**config.mk**
```make
export PLATFORM = sky130hd
export DESIGN_NAME = vga_capture
export DESIGN_NICKNAME = d
export VERILOG_FILES = /design/src/rtl/vga_capture.sv
export SDC_FILE = /design/constraint.sdc
export NUM_CORES = 1
export LEC_CHECK = 0
export CORE_MARGIN = 2
export CORE_UTILIZATION = 56
export CTS_CLUSTER_DIAMETER = 50
export CTS_CLUSTER_SIZE = 12
export DETAILED_ROUTE_END_ITERATION = 7
export GPL_TIMING_DRIVEN = 0
export HOLD_SLACK_MARGIN = 0.06
export PLACE_DENSITY = 0.83
export SYNTH_ARGS = -nofsm -noshare
export SYNTH_HDL_FRONTEND = slang
export SYNTH_SLANG_ARGS = --single-unit
```
**constraint.sdc**
```tcl
create_clock -name clk_100MHz -period 2.5 [get_ports clk_100MHz]
set_clock_uncertainty 0.15 [all_clocks]
set_input_delay 0.375 -clock clk_100MHz [delete_from_list [all_inputs] [get_ports clk_100MHz]]
set_output_delay 0.375 -clock clk_100MHz [all_outputs]
set_load 0.01 [all_outputs]
```
**src/rtl/vga_capture.sv**
```systemverilog
// rtl/vga_capture.sv - single-frame VGA receiver writing the active area into a frame-buffer port
module vga_capture #(
  parameter int H_ACTIVE = 640,
  parameter int H_BP     = 48,
  parameter int V_ACTIVE = 480,
  parameter int V_BP     = 33,
  parameter bit SYNC_POL = 1'b0,
  parameter int ADDR_W   = 19
) (
  input  logic              clk_100MHz,
  input  logic              reset_n,
  input  logic              p_tick,
  input  logic              hsync,
  input  logic              vsync,
  input  logic [11:0]       rgb,
  input  logic              start,
  output logic              busy,
  output logic              wr_en,
  output logic [ADDR_W-1:0] wr_addr,
  output logic [11:0]       wr_data,
  output logic              frame_done,
  output logic              sync_err
);

  localparam int CW = (H_ACTIVE > 1) ? $clog2(H_ACTIVE) : 1;
  localparam int RW = (V_ACTIVE > 1) ? $clog2(V_ACTIVE) : 1;
  localparam int PW = $clog2(H_BP + 1);
  localparam int LW = $clog2(V_BP + 1);

  localparam logic [CW-1:0] COL_LAST  = CW'(H_ACTIVE - 1);
  localparam logic [RW-1:0] ROW_LAST  = RW'(V_ACTIVE - 1);
  localparam logic [PW-1:0] PIX_LAST  = PW'(H_BP);
  localparam logic [LW-1:0] LINE_LAST = LW'(V_BP - 1);

  typedef enum logic [2:0] {
    S_IDLE, S_ARM, S_VBP, S_HBP, S_ACTIVE, S_HWAIT, S_DONE
  } state_t;

  state_t            state_q, state_d;
  logic              hs_prev_q, vs_prev_q;
  logic [LW-1:0]     line_q, line_d;
  logic [PW-1:0]     pix_q, pix_d;
  logic [CW-1:0]     col_q, col_d;
  logic [RW-1:0]     row_q, row_d;
  logic [ADDR_W-1:0] addr_q, addr_d;
  logic              busy_q, busy_d;
  logic              wr_en_q, wr_en_d;
  logic [ADDR_W-1:0] wr_addr_q, wr_addr_d;
  logic [11:0]       wr_data_q, wr_data_d;
  logic              done_q, done_d;
  logic              err_q, err_d;
  logic              take_px;

  // Sync levels are normalised to "asserted"; edges exist only on p_tick samples.
  logic hs_now, hs_was, vs_now, vs_was;
  logic hs_trail, hs_lead, vs_trail, vs_lead;
  assign hs_now   = (hsync == SYNC_POL);
  assign hs_was   = (hs_prev_q == SYNC_POL);
  assign vs_now   = (vsync == SYNC_POL);
  assign vs_was   = (vs_prev_q == SYNC_POL);
  assign hs_trail = p_tick &  hs_was & ~hs_now;
  assign hs_lead  = p_tick & ~hs_was &  hs_now;
  assign vs_trail = p_tick &  vs_was & ~vs_now;
  assign vs_lead  = p_tick & ~vs_was &  vs_now;

  assign busy       = busy_q;
  assign wr_en      = wr_en_q;
  assign wr_addr    = wr_addr_q;
  assign wr_data    = wr_data_q;
  assign frame_done = done_q;
  assign sync_err   = err_q;

  // State, counters, registered outputs and the previous-sample sync levels.
  always_ff @(posedge clk_100MHz or negedge reset_n) begin
    if (!reset_n) begin
      state_q   <= S_IDLE;
      hs_prev_q <= ~SYNC_POL;
      vs_prev_q <= ~SYNC_POL;
      line_q    <= '0;
      pix_q     <= '0;
      col_q     <= '0;
      row_q     <= '0;
      addr_q    <= '0;
      busy_q    <= 1'b0;
      wr_en_q   <= 1'b0;
      wr_addr_q <= '0;
      wr_data_q <= '0;
      done_q    <= 1'b0;
      err_q     <= 1'b0;
    end else begin
      state_q   <= state_d;
      line_q    <= line_d;
      pix_q     <= pix_d;
      col_q     <= col_d;
      row_q     <= row_d;
      addr_q    <= addr_d;
      busy_q    <= busy_d;
      wr_en_q   <= wr_en_d;
      wr_addr_q <= wr_addr_d;
      wr_data_q <= wr_data_d;
      done_q    <= done_d;
      err_q     <= err_d;
      if (p_tick) begin
        hs_prev_q <= hsync;
        vs_prev_q <= vsync;
      end
    end
  end

  // Next-state and next-output decode; a pixel is taken either as the last
  // back-porch tick (column 0) or as any clean tick while ACTIVE.
  always_comb begin
    state_d   = state_q;
    line_d    = line_q;
    pix_d     = pix_q;
    col_d     = col_q;
    row_d     = row_q;
    addr_d    = addr_q;
    busy_d    = busy_q;
    wr_en_d   = 1'b0;
    wr_addr_d = wr_addr_q;
    wr_data_d = wr_data_q;
    done_d    = 1'b0;
    err_d     = err_q;
    take_px   = 1'b0;

    case (state_q)
      S_IDLE: begin
        if (start) begin
          state_d = S_ARM;
          busy_d  = 1'b1;
          err_d   = 1'b0;
        end
      end
      S_ARM: begin
        if (vs_trail) begin
          state_d = S_VBP;
          line_d  = '0;
          row_d   = '0;
          col_d   = '0;
          addr_d  = '0;
        end
      end
      S_VBP: begin
        if (hs_trail) begin
          if (line_q == LINE_LAST) begin
            state_d = S_HBP;
            pix_d   = PW'(1);
          end else begin
            line_d = line_q + 1'b1;
          end
        end
      end
      S_HBP: begin
        if (p_tick) begin
          if (hs_lead || vs_lead) begin
            err_d   = 1'b1;
            state_d = S_ARM;
          end else if (pix_q == PIX_LAST) begin
            take_px = 1'b1;
          end else begin
            pix_d = pix_q + 1'b1;
          end
        end
      end
      S_ACTIVE: begin
        if (p_tick) begin
          if (hs_lead || vs_lead) begin
            err_d   = 1'b1;
            state_d = S_ARM;
          end else begin
            take_px = 1'b1;
          end
        end
      end
      S_HWAIT: begin
        if (vs_lead) begin
          err_d   = 1'b1;
          state_d = S_ARM;
        end else if (hs_trail) begin
          state_d = S_HBP;
          pix_d   = PW'(1);
        end
      end
      S_DONE: begin
        done_d  = 1'b1;
        busy_d  = 1'b0;
        state_d = S_IDLE;
      end
      default: state_d = S_IDLE;
    endcase

    if (take_px) begin
      wr_en_d   = 1'b1;
      wr_addr_d = addr_q;
      wr_data_d = rgb;
      addr_d    = addr_q + 1'b1;
      if (col_q == COL_LAST) begin
        col_d = '0;
        if (row_q == ROW_LAST) begin
          state_d = S_DONE;
        end else begin
          row_d   = row_q + 1'b1;
          state_d = S_HWAIT;
        end
      end else begin
        col_d   = col_q + 1'b1;
        state_d = S_ACTIVE;
      end
    end
  end

endmodule

```
==> results of run 1 <==
-- state kept, by name, indices dropped and copies added (netlist names) --
register and cells:
addr_q 19, wr_addr 19, wr_data 12, col_q 10, row_q 9, line_q 6
pix_q 6, state_q 3, busy 1, frame_done 1, hs_prev_q 1, sync_err 1
vs_prev_q 1, wr_en 1
-- cell families after synthesis --
family | after synthesis | share of synthesized area (%)
multiplexers | 17 | 3.897
AND/OR/NAND/NOR | 250 | 26.42
XOR/XNOR | 7 | 1.354
AO/OA/AOI/OAI | 88 | 13.21
buffers and inverters | 34 | 3.372
adder cells (fa/ha/maj) | 7 | 1.935
flip-flops | 90 | 49.81
-- layout by cell type (no fill, tap or decap), drive strengths merged, types with 4 or more instances in the layout --
cell type | Yosys | final
nor4 | 4 | 4
nor3 | 11 | 11
a22o | 5 | 5
or3 | 4 | 4
clkdlybuf4s50 | 0 | 51
mux2i | 12 | 12
buf | 11 | 19
o21ai | 30 | 30
o31ai | 6 | 6
nand4 | 5 | 5
a31oi | 4 | 4
ha | 7 | 7
nor2 | 25 | 25
nand2 | 134 | 134
clkbuf | 8 | 18
nand3 | 24 | 24
nand2b | 9 | 9
xor2 | 5 | 5
dfrtp | 88 | 88
mux2 | 5 | 5
a21oi | 14 | 14
inv | 15 | 16
nor2b | 5 | 5
nand3b | 4 | 4
and3 | 11 | 11
-- power groups by stage --
stage	sequential, mW	clock, mW	combinational, mW
floorplan	1.70	0	0.524
global placement	1.72	0	0.700
detailed placement	1.72	0	0.734
CTS	1.70	1.07	0.753
global route	1.72	1.13	0.890
finish	1.70	1.05	0.808
-- what timing repair did --
item | 4_1_cts | 5_1_grt
gates resized for setup | 3 | 25
hold buffers | 1 | 0
pin swaps | 1 | 4
endpoints found under the hold margin | 29 | 0
setup endpoints to repair | 41 | 59
buffers inserted | 0 | 6
-- worst reg2reg max path, stage by stage (launching register included) --
cell	delay [ps]
sky130_fd_sc_hd__dfrtp_1	410
sky130_fd_sc_hd__inv_2	90
sky130_fd_sc_hd__ha_1	150
sky130_fd_sc_hd__nand4b_1	190
sky130_fd_sc_hd__o32a_1	350
sky130_fd_sc_hd__buf_6	140
sky130_fd_sc_hd__and4bb_2	360
sky130_fd_sc_hd__nor2_2	90
sky130_fd_sc_hd__a221o_1	360
-- stage by stage --
step                      instance area [µm²]  utilization [%]  hold slack (ps)
after floorplan                          4527                -           -70.59
after global placement                   5175            66.62            301.4
after detailed placement                 5200            66.95            198.0
after CTS                                5441            70.05            335.5
after global routing                     5543            71.36            357.5
final                                    5543            71.36            328.9
-- worst min-delay path by stage --
| stage | start | cells past startpoint | to | slack (ps) |
|---|---|---|---|---|
| final | wr_data[7]$_DFFE_PN0P_ | 2 | wr_data[7]$_DFFE_PN0P_ | 330 |
| after detailed placement | reset_n | 1 | frame_done$_DFF_PN0_ | 200 |
| after global placement | addr_q[18]$_DFFE_PN0P_ | 2 | wr_addr[18]$_DFFE_PN0P_ | 300 |
| after floorplan | reset_n | 0 | addr_q[0]$_DFFE_PN0P_ | -70 |
| after global routing | addr_q[18]$_DFFE_PN0P_ | 2 | wr_addr[18]$_DFFE_PN0P_ | 360 |
| after CTS | wr_data[7]$_DFFE_PN0P_ | 2 | wr_data[7]$_DFFE_PN0P_ | 340 |
-- layer usage --
metal,vias up,share of wire (%)
met5,-,0
met2,146,50
li1,1871,-
met3,12,5.4
met4,0,1.3
met1,1940,43
-- layout make-up --
class                           count  area (µm²)  share of cell area [%]
Clock buffer                       10       137.6                   2.483
Buffer                             19       115.1                   2.077
Inverter                           15       56.30                   1.016
Tap cell                          102       127.6                   2.302
Timing Repair Buffer               60       613.1                   11.06
Sequential cell                    90        2255                   40.68
Clock inverter                      6       75.07                   1.354
Multi-Input combinational cell    369        2163                   39.03
==> parameters.txt, run 1 <==
Parameter                              Value

Worst setup path
  Required @ worst endpoint ... 2630 ps
  Register-to-Register Path Depth ... 8
  Slowest cell on the critical path ... sky130_fd_sc_hd__clkdlybuf4s50_1
  Cell breakdown of the critical path ... clkdlybuf4s50_1 > nand2b_1 > and3_1 > clkbuf_1 > a21oi_1 > or4_1 > a21oi_1
  CP most frequent cell ... sky130_fd_sc_hd__a21oi_1
  Number of buffer and inverter instances along the worst setup path ... 2
  Biggest cell delay along the critical path ... 530 ps
  Path length in cells of the critical path ... 7
  Type of the worst setup path ... in2reg
  Worst Setup SP ... vsync
  Crit end category ... flip-flop
  CP max FO ... 10
  Startpoint class of the critical path ... primary input
  CP endpoint ... pix_q[5]$_DFFE_PN0P_
  Reg-to-reg critical path startpoint ... pix_q[0]$_DFFE_PN0P_
  Endpoint of the most critical register-to-register path ... row_q[2]$_DFF_PN0_
  Crit path max-delay family ... simple AND/OR/NAND/NOR gates
  R2r setup slk ... 110 ps
  Data arrival time of the critical path ... 2530 ps

STA
  Number of failing hold endpoints at the final stage ... 0
  Setup repair after global routing missed its margin ... no
  Max Slew Vio Count ... 0
  Clock period minus worst slack ... 2391 ps
  Fmax ... 418.2 MHz
  Pin slew with the least headroom to its limit ... 592.1 ps
  Setup slack of the critical path after layout ... 108.6 ps
  Slew Limit Headroom ... 60.52%
  Final-layout setup total negative slack ... 0 ps
  Final setup viols ... 0
  Part of the cycle the worst path needs ... 95.66%

GRT
  Global-route track usage on met3 ... 3.130%
  Met1 track demand over resource in global routing ... 32.85%
  GRT busiest layer ... met2
  Via count of the first global-routing pass ... 3702
  Overall track demand over capacity in global routing ... 24.04%
  Fraction of met2 tracks used by global routing ... 39.82%
  Congestion Overflow GR ... 0
  Number of antenna violations at the first check in global routing ... 0
  Wire length of the first global-routing pass ... 16.99 mm
  Largest net degree at the start of global routing ... 60

Route
  Vias after detailed routing ... 3969
  DRT antenna net count ... 0
  Number of DRC markers in iteration 0 ... 308
  Total routed wirelength ... 10.35 mm
  Detailed-route wire length per cell ... 15.43 µm
  Detailed-route vias per instance ... 5.915
  Drt first pass iters ... 5
  Number of remaining DRC errors ... 0

Run
  Count of maximum capacitance violations ... 0

Cells and area
  Fraction of layout instances using a drive strength above 1 ... 11.25%
  Fill cells ... 593
  Synthesis-to-finish area growth ... 22.44%
  Total Nets Final ... 589
  Diodes inserted ... 0
  Layout Cells excl Fill ... 671

Placement
  HPWL reported at the end of detailed placement ... 7.228 mm
  Weighted congestion reported at the end of routability-driven placement ... 0.8921
  DP Cell Count ... 648
  Number of port buffers ... 52
  Dpl ws ... -573.7 ps

Logic synthesis
  Cell count after synthesis ... 493
  Post-synth top area share ... 48.65%
  Library cell with the largest summed area after synthesis ... sky130_fd_sc_hd__dfrtp_1
  Number of enable-type register cells in the synthesized netlist ... 0
  Post-synthesis cell area ... 4527 µm²
  Total of flip-flops plus latches after synthesis ... 90
  Top cells by area in the synthesized netlist ... sky130_fd_sc_hd__dfrtp_1, sky130_fd_sc_hd__nand2_1, sky130_fd_sc_hd__o21ai_0
  Ys async rst share ... 100.0%
  Count of yosys warnings during synthesis ... 0
  Most used standard cells in the synthesized netlist ... sky130_fd_sc_hd__nand2_1, sky130_fd_sc_hd__dfrtp_1, sky130_fd_sc_hd__o21ai_0
  Synth cell types ... 64
  Syn_nets ... 518
  Most used standard cell by instance count after synthesis ... sky130_fd_sc_hd__nand2_1
  Synthesized area divided by synthesized cell count ... 9.182 µm²
  Most common flop cell mapped by yosys ... sky130_fd_sc_hd__dfrtp_1
  Sequential element share of the synthesized area ... 49.81%

Clocking
  Clock slew at reported path FFs ... 90 ps
  Clock latency on the worst-skew pair ... 360 ps
  H-tree depth ... 3
  Clock tree from TritonCTS ... yes
  Worst-case clock buffer depth ... 2
  Clk root buf ... sky130_fd_sc_hd__clkbuf_8
  TritonCTS Buffers ... 9
  Number of clock sinks seen by CTS ... 90

Power
  Internal Pwr Total ... 2.417 mW
  Power density over the cells ... 641.8 nW/µm²
  Switching share of power ... 32.04%
  Leakage ... 2.545 nW
  Overall power ... 3.557 mW
  Clock Power Share ... 29.4%
  P_sw ... 1.140 mW
  Maximum ir drop on the vdd rail ... 0.0003193 V
  Reg power frac ... 47.8%
  Gate power share ... 22.7%

Floorplanning
  Starting Density ... 58.28%
  DIE HEIGHT ... 93.91 µm
  Standard-cell rows ... 32
  Top-level I/O count ... 53
  Area of the placeable core ... 7767 µm²
  Total die area ... 8819 µm²
  Die X ... 93.91 µm

Outcome
  Outcome ... finished clean

Worst hold path
  Hold crit path type ... reg2reg
(Power assumes the default switching activity.)
==> run 2: changes to the inputs <==
- GPL_TIMING_DRIVEN: 0 -> unset
- SETUP_SLACK_MARGIN: unset -> 0.02
==> parameters.txt, run 2 (synthesis gave the netlist of run 1 again) <==
Parameter                              Value

Outcome
  Outcome ... finished clean (unchanged)

Worst setup path
  CP max FO ... 18 (was 10)
  Startpoint class of the critical path ... flip-flop (was primary input)
  Crit end category ... flip-flop (unchanged)
  Type of the worst setup path ... reg2reg (was in2reg)
  Required @ worst endpoint ... 2620 ps (was 2630 ps)
  Data arrival time of the critical path ... 2460 ps (was 2530 ps)
  Worst Setup SP ... pix_q[0]$_DFFE_PN0P_ (was vsync)
  Reg-to-reg critical path startpoint ... pix_q[0]$_DFFE_PN0P_ (unchanged)

Power
  Overall power ... 3.543 mW (was 3.557 mW)
  Gate power share ... 22.0% (was 22.7%)
  P_sw ... 1.137 mW (was 1.140 mW)
  Internal Pwr Total ... 2.406 mW (was 2.417 mW)
  Clock Power Share ... 29.1% (was 29.4%)
  Reg power frac ... 48.9% (was 47.8%)
  Maximum ir drop on the vdd rail ... 0.0004037 V (was 0.0003193 V)
  Power density over the cells ... 640.2 nW/µm² (was 641.8 nW/µm²)
  Leakage ... 2.579 nW (was 2.545 nW)
  Switching share of power ... 32.10% (was 32.04%)

STA
  Max Slew Vio Count ... 0 (unchanged)
  Part of the cycle the worst path needs ... 93.79% (was 95.66%)
  Setup repair after global routing missed its margin ... no (unchanged)
  Number of failing hold endpoints at the final stage ... 0 (unchanged)
  Clock period minus worst slack ... 2345 ps (was 2391 ps)
  Slew Limit Headroom ... 57.98% (was 60.52%)
  Final setup viols ... 0 (unchanged)
  Final-layout setup total negative slack ... 0 ps (unchanged)
  Pin slew with the least headroom to its limit ... 630.3 ps (was 592.1 ps)
  Setup slack of the critical path after layout ... 155.2 ps (was 108.6 ps)
  Fmax ... 426.5 MHz (was 418.2 MHz)

Cells and area
  Synthesis-to-finish area growth ... 22.25% (was 22.44%)
  Fill cells ... 584 (was 593)
  Fraction of layout instances using a drive strength above 1 ... 11.19% (was 11.25%)
  Highest-count cells in the layout ignoring fill and taps ... sky130_fd_sc_hd__nand2_1, sky130_fd_sc_hd__dfrtp_1, sky130_fd_sc_hd__clkdlybuf4s50_1, sky130_fd_sc_hd__o21ai_0, sky130_fd_sc_hd__buf_4 (was sky130_fd_sc_hd__nand2_1, sky130_fd_sc_hd__dfrtp_1, sky130_fd_sc_hd__clkdlybuf4s50_1, sky130_fd_sc_hd__o21ai_0)
  Share of the core filled with cells in the final layout ... 71.25% (was 71.36%)
  Diodes inserted ... 0 (unchanged)
  Area occupied by registers ... 2255 µm² (unchanged)
  Footprint of the multi-input gates ... 2120 µm² (was 2163 µm²)
  Most common cell after layout, fill and taps aside ... sky130_fd_sc_hd__nand2_1 (unchanged)
  Total Nets Final ... 592 (was 589)

Route
  Number of DRC markers in iteration 0 ... 240 (was 308)
  Total routed wirelength ... 10.57 mm (was 10.35 mm)
  Number of remaining DRC errors ... 0 (unchanged)
  Drt first pass iters ... 5 (unchanged)
  Vias after detailed routing ... 3865 (was 3969)
  Detailed-route wire length per cell ... 15.68 µm (was 15.43 µm)
  DRT antenna net count ... 0 (unchanged)
  Detailed-route vias per instance ... 5.734 (was 5.915)

GRT
  Congestion Overflow GR ... 0 (unchanged)
  Overall track demand over capacity in global routing ... 25.60% (was 24.04%)
  Via count of the first global-routing pass ... 3797 (was 3702)
  Largest net degree at the start of global routing ... 48 (was 60)
  Wire length of the first global-routing pass ... 18.00 mm (was 16.99 mm)
  Number of antenna violations at the first check in global routing ... 0 (unchanged)

Floorplanning
  Die X ... 93.91 µm (unchanged)
  Total die area ... 8819 µm² (unchanged)
  DIE HEIGHT ... 93.91 µm (unchanged)
  Top-level I/O count ... 53 (unchanged)
  Standard-cell rows ... 32 (unchanged)
  Area of the placeable core ... 7767 µm² (unchanged)
  Starting Density ... 58.28% (unchanged)

Clocking
  Clk root buf ... sky130_fd_sc_hd__clkbuf_8 (unchanged)
  Clock tree from TritonCTS ... yes (unchanged)
  Worst-case clock buffer depth ... 2 (unchanged)
  H-tree depth ... 3 (unchanged)
  TritonCTS Buffers ... 9 (unchanged)
  Number of clock sinks seen by CTS ... 90 (unchanged)
  Post-CTS Setup Inserts ... 0 (unchanged)
  Clock slew at reported path FFs ... 100 ps (was 90 ps)
  Clock latency on the worst-skew pair ... 350 ps (was 360 ps)

Placement
  Number of port buffers ... 52 (unchanged)
  Dpl ws ... -28.94 ps (was -573.7 ps)
  HPWL reported at the end of detailed placement ... 7.520 mm (was 7.228 mm)
  Weighted congestion reported at the end of routability-driven placement ... 0.8745 (was 0.8921)

Worst hold path
  Source of the worst hold timing path ... wr_addr[18]$_DFFE_PN0P_ (was wr_data[7]$_DFFE_PN0P_)
  Hold crit path type ... reg2reg (unchanged)

Run
  Count of maximum capacitance violations ... 0 (unchanged)
[run 2: cell count changes in the layout (fill, tap and decap cells not counted), sizes merged]
cell    change
buf        +11
clkbuf      -9
clkinv      -2
inv         +3
[run 2: layout make-up]
class                      count  share of cell area (%)
clock buffer                   9                   2.238
inverter                      15                   1.017
timing repair buffer          82                   13.93
tap                          102                   2.306
clock inverter                 7                   1.470
sequential                    90                   40.74
multi-input combinational    369                   38.30
[run 2: worst max-delay path, stage by stage (launching register included)]
cell	delay (ps)
sky130_fd_sc_hd__dfrtp_1	400
sky130_fd_sc_hd__inv_1	110
sky130_fd_sc_hd__ha_1	160
sky130_fd_sc_hd__nand4b_1	190
sky130_fd_sc_hd__o32ai_2	320
sky130_fd_sc_hd__nand2_1	150
sky130_fd_sc_hd__inv_1	130
sky130_fd_sc_hd__buf_4	230
sky130_fd_sc_hd__nand4_1	160
sky130_fd_sc_hd__mux2i_1	250
[run 2: through the flow]
| step | hold slack [ps] | cells | cell area, µm² |
|---|---|---|---|
| after floorplan | -70.59 | 493 | 4527 |
| after global placement | 283.3 | 657 | 5319 |
| after detailed placement | 287.2 | 657 | 5319 |
| after CTS | 336.8 | 674 | 5534 |
| after global routing | 361.9 | 674 | 5534 |
| final | 333.8 | 674 | 5534 |
[run 2: power groups by stage]
stage	Clock, mW	Sequential (mW)	Combinational (mW)
after global routing	1.12	1.75	0.881
after floorplan	0	1.70	0.524
after global placement	0	1.74	0.739
after CTS	1.05	1.73	0.773
final	1.03	1.73	0.779
after detailed placement	0	1.75	0.768
[run 2: worst paths after layout]
| check | to | slack, ps | cells after the start |
|---|---|---|---|
| setup / recovery | addr_q[13]$_DFFE_PN0P_ | 160 | 9 |
| hold / removal | wr_addr[18]$_DFFE_PN0P_ | 330 | 2 |
| setup reg to reg | addr_q[13]$_DFFE_PN0P_ | 160 | 9 |
| hold reg to reg | wr_addr[18]$_DFFE_PN0P_ | 330 | 2 |
| max in group asynchronous | wr_addr[1]$_DFFE_PN0P_ | 1170 | 3 |
| min in group asynchronous | line_q[1]$_DFFE_PN0P_ | 410 | 2 |
[run 2: metal layers]
metal  track usage (%)  vias up  part of all wire (%)
li1                  -     1882                     -
met1             35.68     1850                    45
met2             41.01      114                    49
met3             4.093       19                   4.2
met4             8.696        0                   1.6
met5                 0        -                     0
[run 2: timing repair]
| action | 4_1_cts | 5_1_grt |
|---|---|---|
| gates resized for setup | 0 | 1 |
| hold endpoints to repair | 43 | 0 |
| setup endpoints to repair | 0 | 1 |
| hold buffers | 1 | 0 |
==> run 3: changes to the inputs <==
- CTS_CLUSTER_SIZE: 12 -> 28
==> results of run 3 <==
The final DEF is identical to that of run 2; final timing and power are the same.
